[config.mk]
export PLATFORM = sky130hd
export DESIGN_NAME = pfifo_pop_sequencer
export DESIGN_NICKNAME = d
export VERILOG_FILES = /design/src/rtl/pfifo_pkg.sv /design/src/rtl/pfifo_out_reg.sv /design/src/rtl/pfifo_pop_sequencer.sv
export SDC_FILE = /design/constraint.sdc
export NUM_CORES = 1
export LEC_CHECK = 0
export CAP_MARGIN = 20
export CORE_AREA = 2 2 215 217
export DETAILED_ROUTE_END_ITERATION = 10
export DIE_AREA = 0 0 217 219
export PLACE_DENSITY = 0.66
export SLEW_MARGIN = 5
export SYNTH_ARGS = -nofsm -noshare
export SYNTH_HDL_FRONTEND = slang
export SYNTH_SLANG_ARGS = --single-unit
[constraint.sdc]
create_clock -name i_core_clk -period 5.6 [get_ports i_core_clk]
set_clock_uncertainty 0.2 [all_clocks]
set_input_delay 1.12 -clock i_core_clk [delete_from_list [all_inputs] [get_ports i_core_clk]]
set_output_delay 1.12 -clock i_core_clk [all_outputs]
set_load 0.01 [all_outputs]
[src/rtl/pfifo_pkg.sv]
// pfifo_pkg: shared FSM encoding and geometry constants for the parallel byte FIFO and its pop sequencer
package pfifo_pkg;
    typedef enum logic [1:0] {
        IDLE  = 2'd0,
        POP   = 2'd1,
        DRAIN = 2'd2,
        DONE  = 2'd3
    } pfifo_state_t;
    localparam int PFIFO_LANES  = 32;
    localparam int PFIFO_BYTE_W = 8;
    localparam int PFIFO_AMT_W  = 5;
    localparam int PFIFO_DEPTH  = 96;
endpackage

[src/rtl/pfifo_out_reg.sv]
// pfifo_out_reg: one-entry valid/ready output register holding a popped chunk (data, amount, last)
//  clk, rst_n           clock, asynchronous active-low reset
//  clear                drop the held entry (abort)
//  load                 capture d_data/d_amount/d_last; wins over ready
//  ready                downstream accepts the held entry
//  valid/data/amount/last  held entry
//  free_next            entry will be free at the next edge
module pfifo_out_reg #(
    parameter int DATA_W = 256,
    parameter int AMT_W  = 5
) (
    input  logic              clk,
    input  logic              rst_n,
    input  logic              clear,
    input  logic              load,
    input  logic [DATA_W-1:0] d_data,
    input  logic [AMT_W-1:0]  d_amount,
    input  logic              d_last,
    input  logic              ready,
    output logic              valid,
    output logic [DATA_W-1:0] data,
    output logic [AMT_W-1:0]  amount,
    output logic              last,
    output logic              free_next
);
    assign free_next = !valid || ready;

    always_ff @(posedge clk or negedge rst_n) begin
        if (!rst_n) begin
            valid  <= 1'b0;
            data   <= '0;
            amount <= '0;
            last   <= 1'b0;
        end else begin
            valid <= clear ? 1'b0 : load ? 1'b1 : ready ? 1'b0 : valid;
            if (load) begin
                data   <= d_data;
                amount <= d_amount;
                last   <= d_last;
            end
        end
    end
endmodule

[src/rtl/pfifo_pop_sequencer.sv]
// pfifo_pop_sequencer: read-side controller splitting a job into FIFO pops of at most job_chunk+1 bytes
//  i_core_clk, i_rx_rstn  clock, asynchronous active-low reset
//  job_valid/job_ready    job handshake; job_len bytes (0 allowed), job_chunk = max bytes per pop - 1
//  abort                  synchronous flush of the current job, no done pulse
//  PopPermit/PopAmount    pop request to the FIFO (amount = bytes - 1)
//  PopEnable/PopData      FIFO accepted the pop this cycle, LSB-aligned bytes
//  out_*                  one-entry valid/ready output of popped chunks, out_last on the final one
//  busy, done             not idle; one-cycle completion pulse
//  underrun_cnt           present only with PFIFO_POP_SEQ_STATS_EN: saturating count of
//                         cycles with PopPermit=1 and PopEnable=0, cleared on job acceptance
module pfifo_pop_sequencer
    import pfifo_pkg::*;
#(
    parameter int DATA_W = PFIFO_LANES * PFIFO_BYTE_W,
    parameter int AMT_W  = PFIFO_AMT_W,
    parameter int LEN_W  = 16
) (
    input  logic              i_core_clk,
    input  logic              i_rx_rstn,
    input  logic              job_valid,
    output logic              job_ready,
    input  logic [LEN_W-1:0]  job_len,
    input  logic [AMT_W-1:0]  job_chunk,
    input  logic              abort,
    output logic              PopPermit,
    output logic [AMT_W-1:0]  PopAmount,
    input  logic              PopEnable,
    input  logic [DATA_W-1:0] PopData,
    output logic              out_valid,
    input  logic              out_ready,
    output logic [DATA_W-1:0] out_data,
    output logic [AMT_W-1:0]  out_amount,
    output logic              out_last,
`ifdef PFIFO_POP_SEQ_STATS_EN
    output logic [15:0]       underrun_cnt,
`endif
    output logic              busy,
    output logic              done
);
    pfifo_state_t     state, state_nx;
    logic [LEN_W-1:0] remaining, rem_m1, pop_len;
    logic [AMT_W-1:0] chunk_q;
    logic             free_next, accept, pop_fire, last_pop;

    assign rem_m1    = remaining - LEN_W'(1);
    assign PopAmount = (state == POP) ? ((rem_m1 < LEN_W'(chunk_q)) ? rem_m1[AMT_W-1:0] : chunk_q) : '0;
    assign pop_len   = LEN_W'(PopAmount) + LEN_W'(1);
    assign last_pop  = remaining == pop_len;
    assign PopPermit = (state == POP) && free_next;
    // an unrequested PopEnable is a FIFO protocol error and is simply ignored
    assign pop_fire  = PopPermit && PopEnable;
    assign job_ready = state == IDLE;
    assign accept    = job_valid && job_ready && !abort;
    assign busy      = state != IDLE;
    assign done      = state == DONE;

    always_comb begin
        state_nx = state;
        case (state)
            IDLE:    state_nx = accept ? ((job_len == '0) ? DONE : POP) : IDLE;
            POP:     state_nx = (pop_fire && last_pop) ? DRAIN : POP;
            DRAIN:   state_nx = (out_valid && out_ready && out_last) ? DONE : DRAIN;
            default: state_nx = IDLE;
        endcase
        if (abort) state_nx = IDLE;
    end

    always_ff @(posedge i_core_clk or negedge i_rx_rstn) begin
        if (!i_rx_rstn) begin
            state     <= IDLE;
            remaining <= '0;
            chunk_q   <= '0;
        end else begin
            state <= state_nx;
            if (abort) begin
                remaining <= '0;
            end else if (accept) begin
                remaining <= job_len;
                chunk_q   <= job_chunk;
            end else if (pop_fire) begin
                remaining <= remaining - pop_len;
            end
        end
    end

    pfifo_out_reg #(.DATA_W(DATA_W), .AMT_W(AMT_W)) u_out (
        .clk       (i_core_clk),
        .rst_n     (i_rx_rstn),
        .clear     (abort),
        .load      (pop_fire && !abort),
        .d_data    (PopData),
        .d_amount  (PopAmount),
        .d_last    (last_pop),
        .ready     (out_ready),
        .valid     (out_valid),
        .data      (out_data),
        .amount    (out_amount),
        .last      (out_last),
        .free_next (free_next)
    );

`ifdef PFIFO_POP_SEQ_STATS_EN
    always_ff @(posedge i_core_clk or negedge i_rx_rstn) begin
        if (!i_rx_rstn)
            underrun_cnt <= '0;
        else if (accept)
            underrun_cnt <= '0;
        else if (PopPermit && !PopEnable && underrun_cnt != 16'hFFFF)
            underrun_cnt <= underrun_cnt + 16'd1;
    end
`endif

    a_no_unrequested_pop: assert property (@(posedge i_core_clk) disable iff (!i_rx_rstn) PopEnable |-> PopPermit);
endmodule

==> impl_metrics.csv <==
group,metric,value,unit
worst_setup_path,required,5.82,ns
worst_setup_path,rrSetupSlack,0.39,ns
hold_path,hp-class,"reg2reg",
drt,wirelength,42100,um
synth,post-synth-top-count-cell,"nand2_1",
placement,hpwl,30500,um
synth,synth_area_leader_cell,"dfrtp_1",
global_routing,grt.total_usage,17.4,%
layout,fin_area,19000,um^2
synth,synth_ff_type,"dfrtp_1",
die,floorplan.die_area,47500,um^2
synth,synth_top_cells_by_area,"dfrtp_1 (61%), nand2_1 (26%), clkbuf_1 (2.0%), ha_1 (1.3%), o21ai_0 (0.90%)",
worst_setup_path,cp_max_fo,6,
synth,ys_seq_elements,286,
synth,yosysWarnings,0,
cts,cts_tree,"yes",
pwr,p_per_area,388,nW/um^2
placement,io_buffers,554,
worst_setup_path,critPathLaunch,"remaining[0]",
cts,clkLatencyLatePin,0.53,ns
timing,hold_violations,0,
timing,slew_headroom,32.4,%
pwr,irDropWorstVdd,0.000234,V
die,row_count,78,
synth,synth-async-reset-ratio,100,%
drt,drc,0,
run,maxCapViolations,0,
worst_setup_path,worstSetupPathType,"reg2reg",
drt,num_vias,11000,
worst_setup_path,r2r-start,"remaining[0]",
die,die_h,219,um
worst_setup_path,end_kind,"register",
global_routing,use_met2,29.7,%
worst_setup_path,r2r-end,"remaining[12]",
drt,drtIter0Drc,630,
synth,avgSynthCellArea,8.77,um^2
timing,period_share,93.1,%
layout,drive_gt1_share,4.29,%
global_routing,grt_max_degree,154,
timing,fmax,0.192,GHz
synth,ys_seq_area_share,61.3,%
drt,first_pass_iters,5,
global_routing,grt_pass1_wl,64500,um
timing,timing.final.crit_period,5.21,ns
timing,tightest_slew,1.01,ns
cts,clkSinkCount,286,
global_routing,use_met3,5.81,%
cts,cts.reportedPaths.clkPinSlew,0.06,ns
synth,ys_types,49,
cts,clk_path_buf_depth,3,
worst_setup_path,endpoint,"remaining[12]",
die,ioPinCount,555,
timing,setup_viol,0,
status,outcome,"finished clean",
synth,synth_area,11700,um^2
global_routing,antenna_found_initial,7,
global_routing,use_met1,19.7,%
cts,cts-htree-levels,2,
die,start_util,25.9,%
cts,cts.hold.buffers_added,0,
timing,drv_slew,0,
pwr,power_leakage,9.04,nW
global_routing,busiest_layer,"met2",
placement,post_dp_cell_area,17900,um^2
timing,tns,0,ns
worst_setup_path,critPathLaunchType,"register",
cts,root_buffer,"clkbuf_16",
drt,antenna_left,0,
drt,wl_per_cell,16.9,um
drt,vias_per_cell,4.40,
layout,area_growth,62.7,%
die,core,45100,um^2
global_routing,gr-total-overflow,0,
die,die_w,217,um
synth,postSynthCellCount,1331,
synth,synth.top_cell.area_share,61.3,%
global_routing,first_global_vias,11500,
synth,synth-edff-count,0,
placement,gp_routability_congestion,0.928,
cts,cts-buffers-inserted,35,
synth,syn_nets,1627,
timing,grt_setup_unrepaired,"no",
worst_setup_path,critical_path_arrival,5.43,ns
layout,nets,2167,
worst_setup_path,r2r_cells,21,
synth,synthTopCellsByCount,"nand2_1 (796), dfrtp_1 (286), clkbuf_1 (61)",
[timing repair]
item,in CTS,in global routing
setup buffers,0,0
setup endpoints to repair,0,7
endpoints found under the hold margin,0,0
gates resized for setup,0,8
[metal layers]
metal,part of all wire [%],routed length (um)
met1,38,16000
met2,48,20400
met3,9.2,3900
met4,4.4,1830
met5,0.062,26
[critical path, cell delays in order, from the launching register on]
cell and delay, ns:
dfrtp_2 0.44, inv_1 0.16, ha_2 0.30, inv_1 0.09, ha_1 0.23, a21o_1 0.18, a211oi_2 0.22, o21ai_1 0.12
nor4_4 0.35, mux2i_1 0.24, or2_2 0.15, inv_1 0.06, ha_1 0.22, xnor2_1 0.22, ha_1 0.32, a21o_1 0.20
a21oi_1 0.21, o21ai_0 0.18, a21oi_2 0.22, nand2_1 0.14, o311a_1 0.36, a221o_1 0.26
[final cells by class]
type                    instances  area (um^2)
fillers                      4465        26100
diodes                          5         12.5
repair buffers                568         5710
clock buffers                  46          990
inverters                      16         60.1
clock inverters                 9         75.1
flip-flops and latches        286         7160
multi-input cells             964         4220
well taps                     600          751
[placed cells by master, fill, tap and decap left out, drive strengths merged, types with 2 or more instances in the layout]
cell,count
clkinvlp,2
clkinv,6
nor3,9
o21ai,21
nand2,796
nor4b,2
clkbuf,46
mux2,3
a221o,4
mux2i,4
and2,2
or3,3
clkdlybuf4s50,553
nand4,2
nand3,10
xnor2,8
o21bai,2
nand2b,2
dfrtp,286
nor2,19
nand4b,2
ha,12
a21oi,13
and3,3
buf,15
o311a,2
o211ai,4
o31ai,4
a21o,4
inv,16
nor4,6
o311ai,2
a22oi,6
xor2,3
diode,5
or2,4
nor2b,2
[through the flow]
step / setup slack (ns) / total power [W] / util [%] / hold slack, ns / instances
floorplan: 0.742 / 0.00371 / - / 0.314 / 1331
global placement: 0.270 / 0.00523 / 39.6 / 0.256 / 2433
detailed placement: 0.281 / 0.00526 / 39.6 / 0.261 / 2433
CTS: 0.238 / 0.00748 / 42.0 / 0.275 / 2488
global route: 0.0772 / 0.00782 / 42.1 / 0.286 / 2490
finish: 0.387 / 0.00737 / 42.1 / 0.269 / 2494
[registers in the layout (all words and copies together) (netlist names)]
name / flops
u_out.amount: 5
chunk_q: 5
state: 2
remaining: 16
u_out.valid: 1
u_out.data: 256
u_out.last: 1
[report_power, final]
part / internal [W] / switching [W] / total [W] / leakage (nW)
registers: 0.00259 / 0.000303 / 0.00289 / 3.62
clock network: 0.00128 / 0.000870 / 0.00215 / 0.523
logic: 0.00130 / 0.00104 / 0.00234 / 4.90
total: 0.00516 / 0.00221 / 0.00737 / 9.04
[worst min-delay path by stage]
stage	from	end	slack (ns)	cells after the start
after global routing	u_out.data[167]	u_out.data[167]	0.29	2
after floorplan	u_out.data[0]	u_out.data[0]	0.31	2
after CTS	u_out.data[247]	u_out.data[247]	0.28	2
final	u_out.data[58]	u_out.data[58]	0.27	2
after global placement	u_out.data[210]	u_out.data[210]	0.26	2
after detailed placement	u_out.data[215]	u_out.data[215]	0.26	2
[cells by family after synthesis]
family | after synthesis | share of synthesized area, %
AOI/OAI and AO/OA | 69 | 3.90
adders and majority gates | 13 | 1.46
muxes | 7 | 0.633
and+or+nand+nor | 864 | 29.2
buffers and inverters | 81 | 2.65
xor gates and xnor gates | 11 | 0.826
DFF | 286 | 61.3
(Power assumes the default switching activity.)
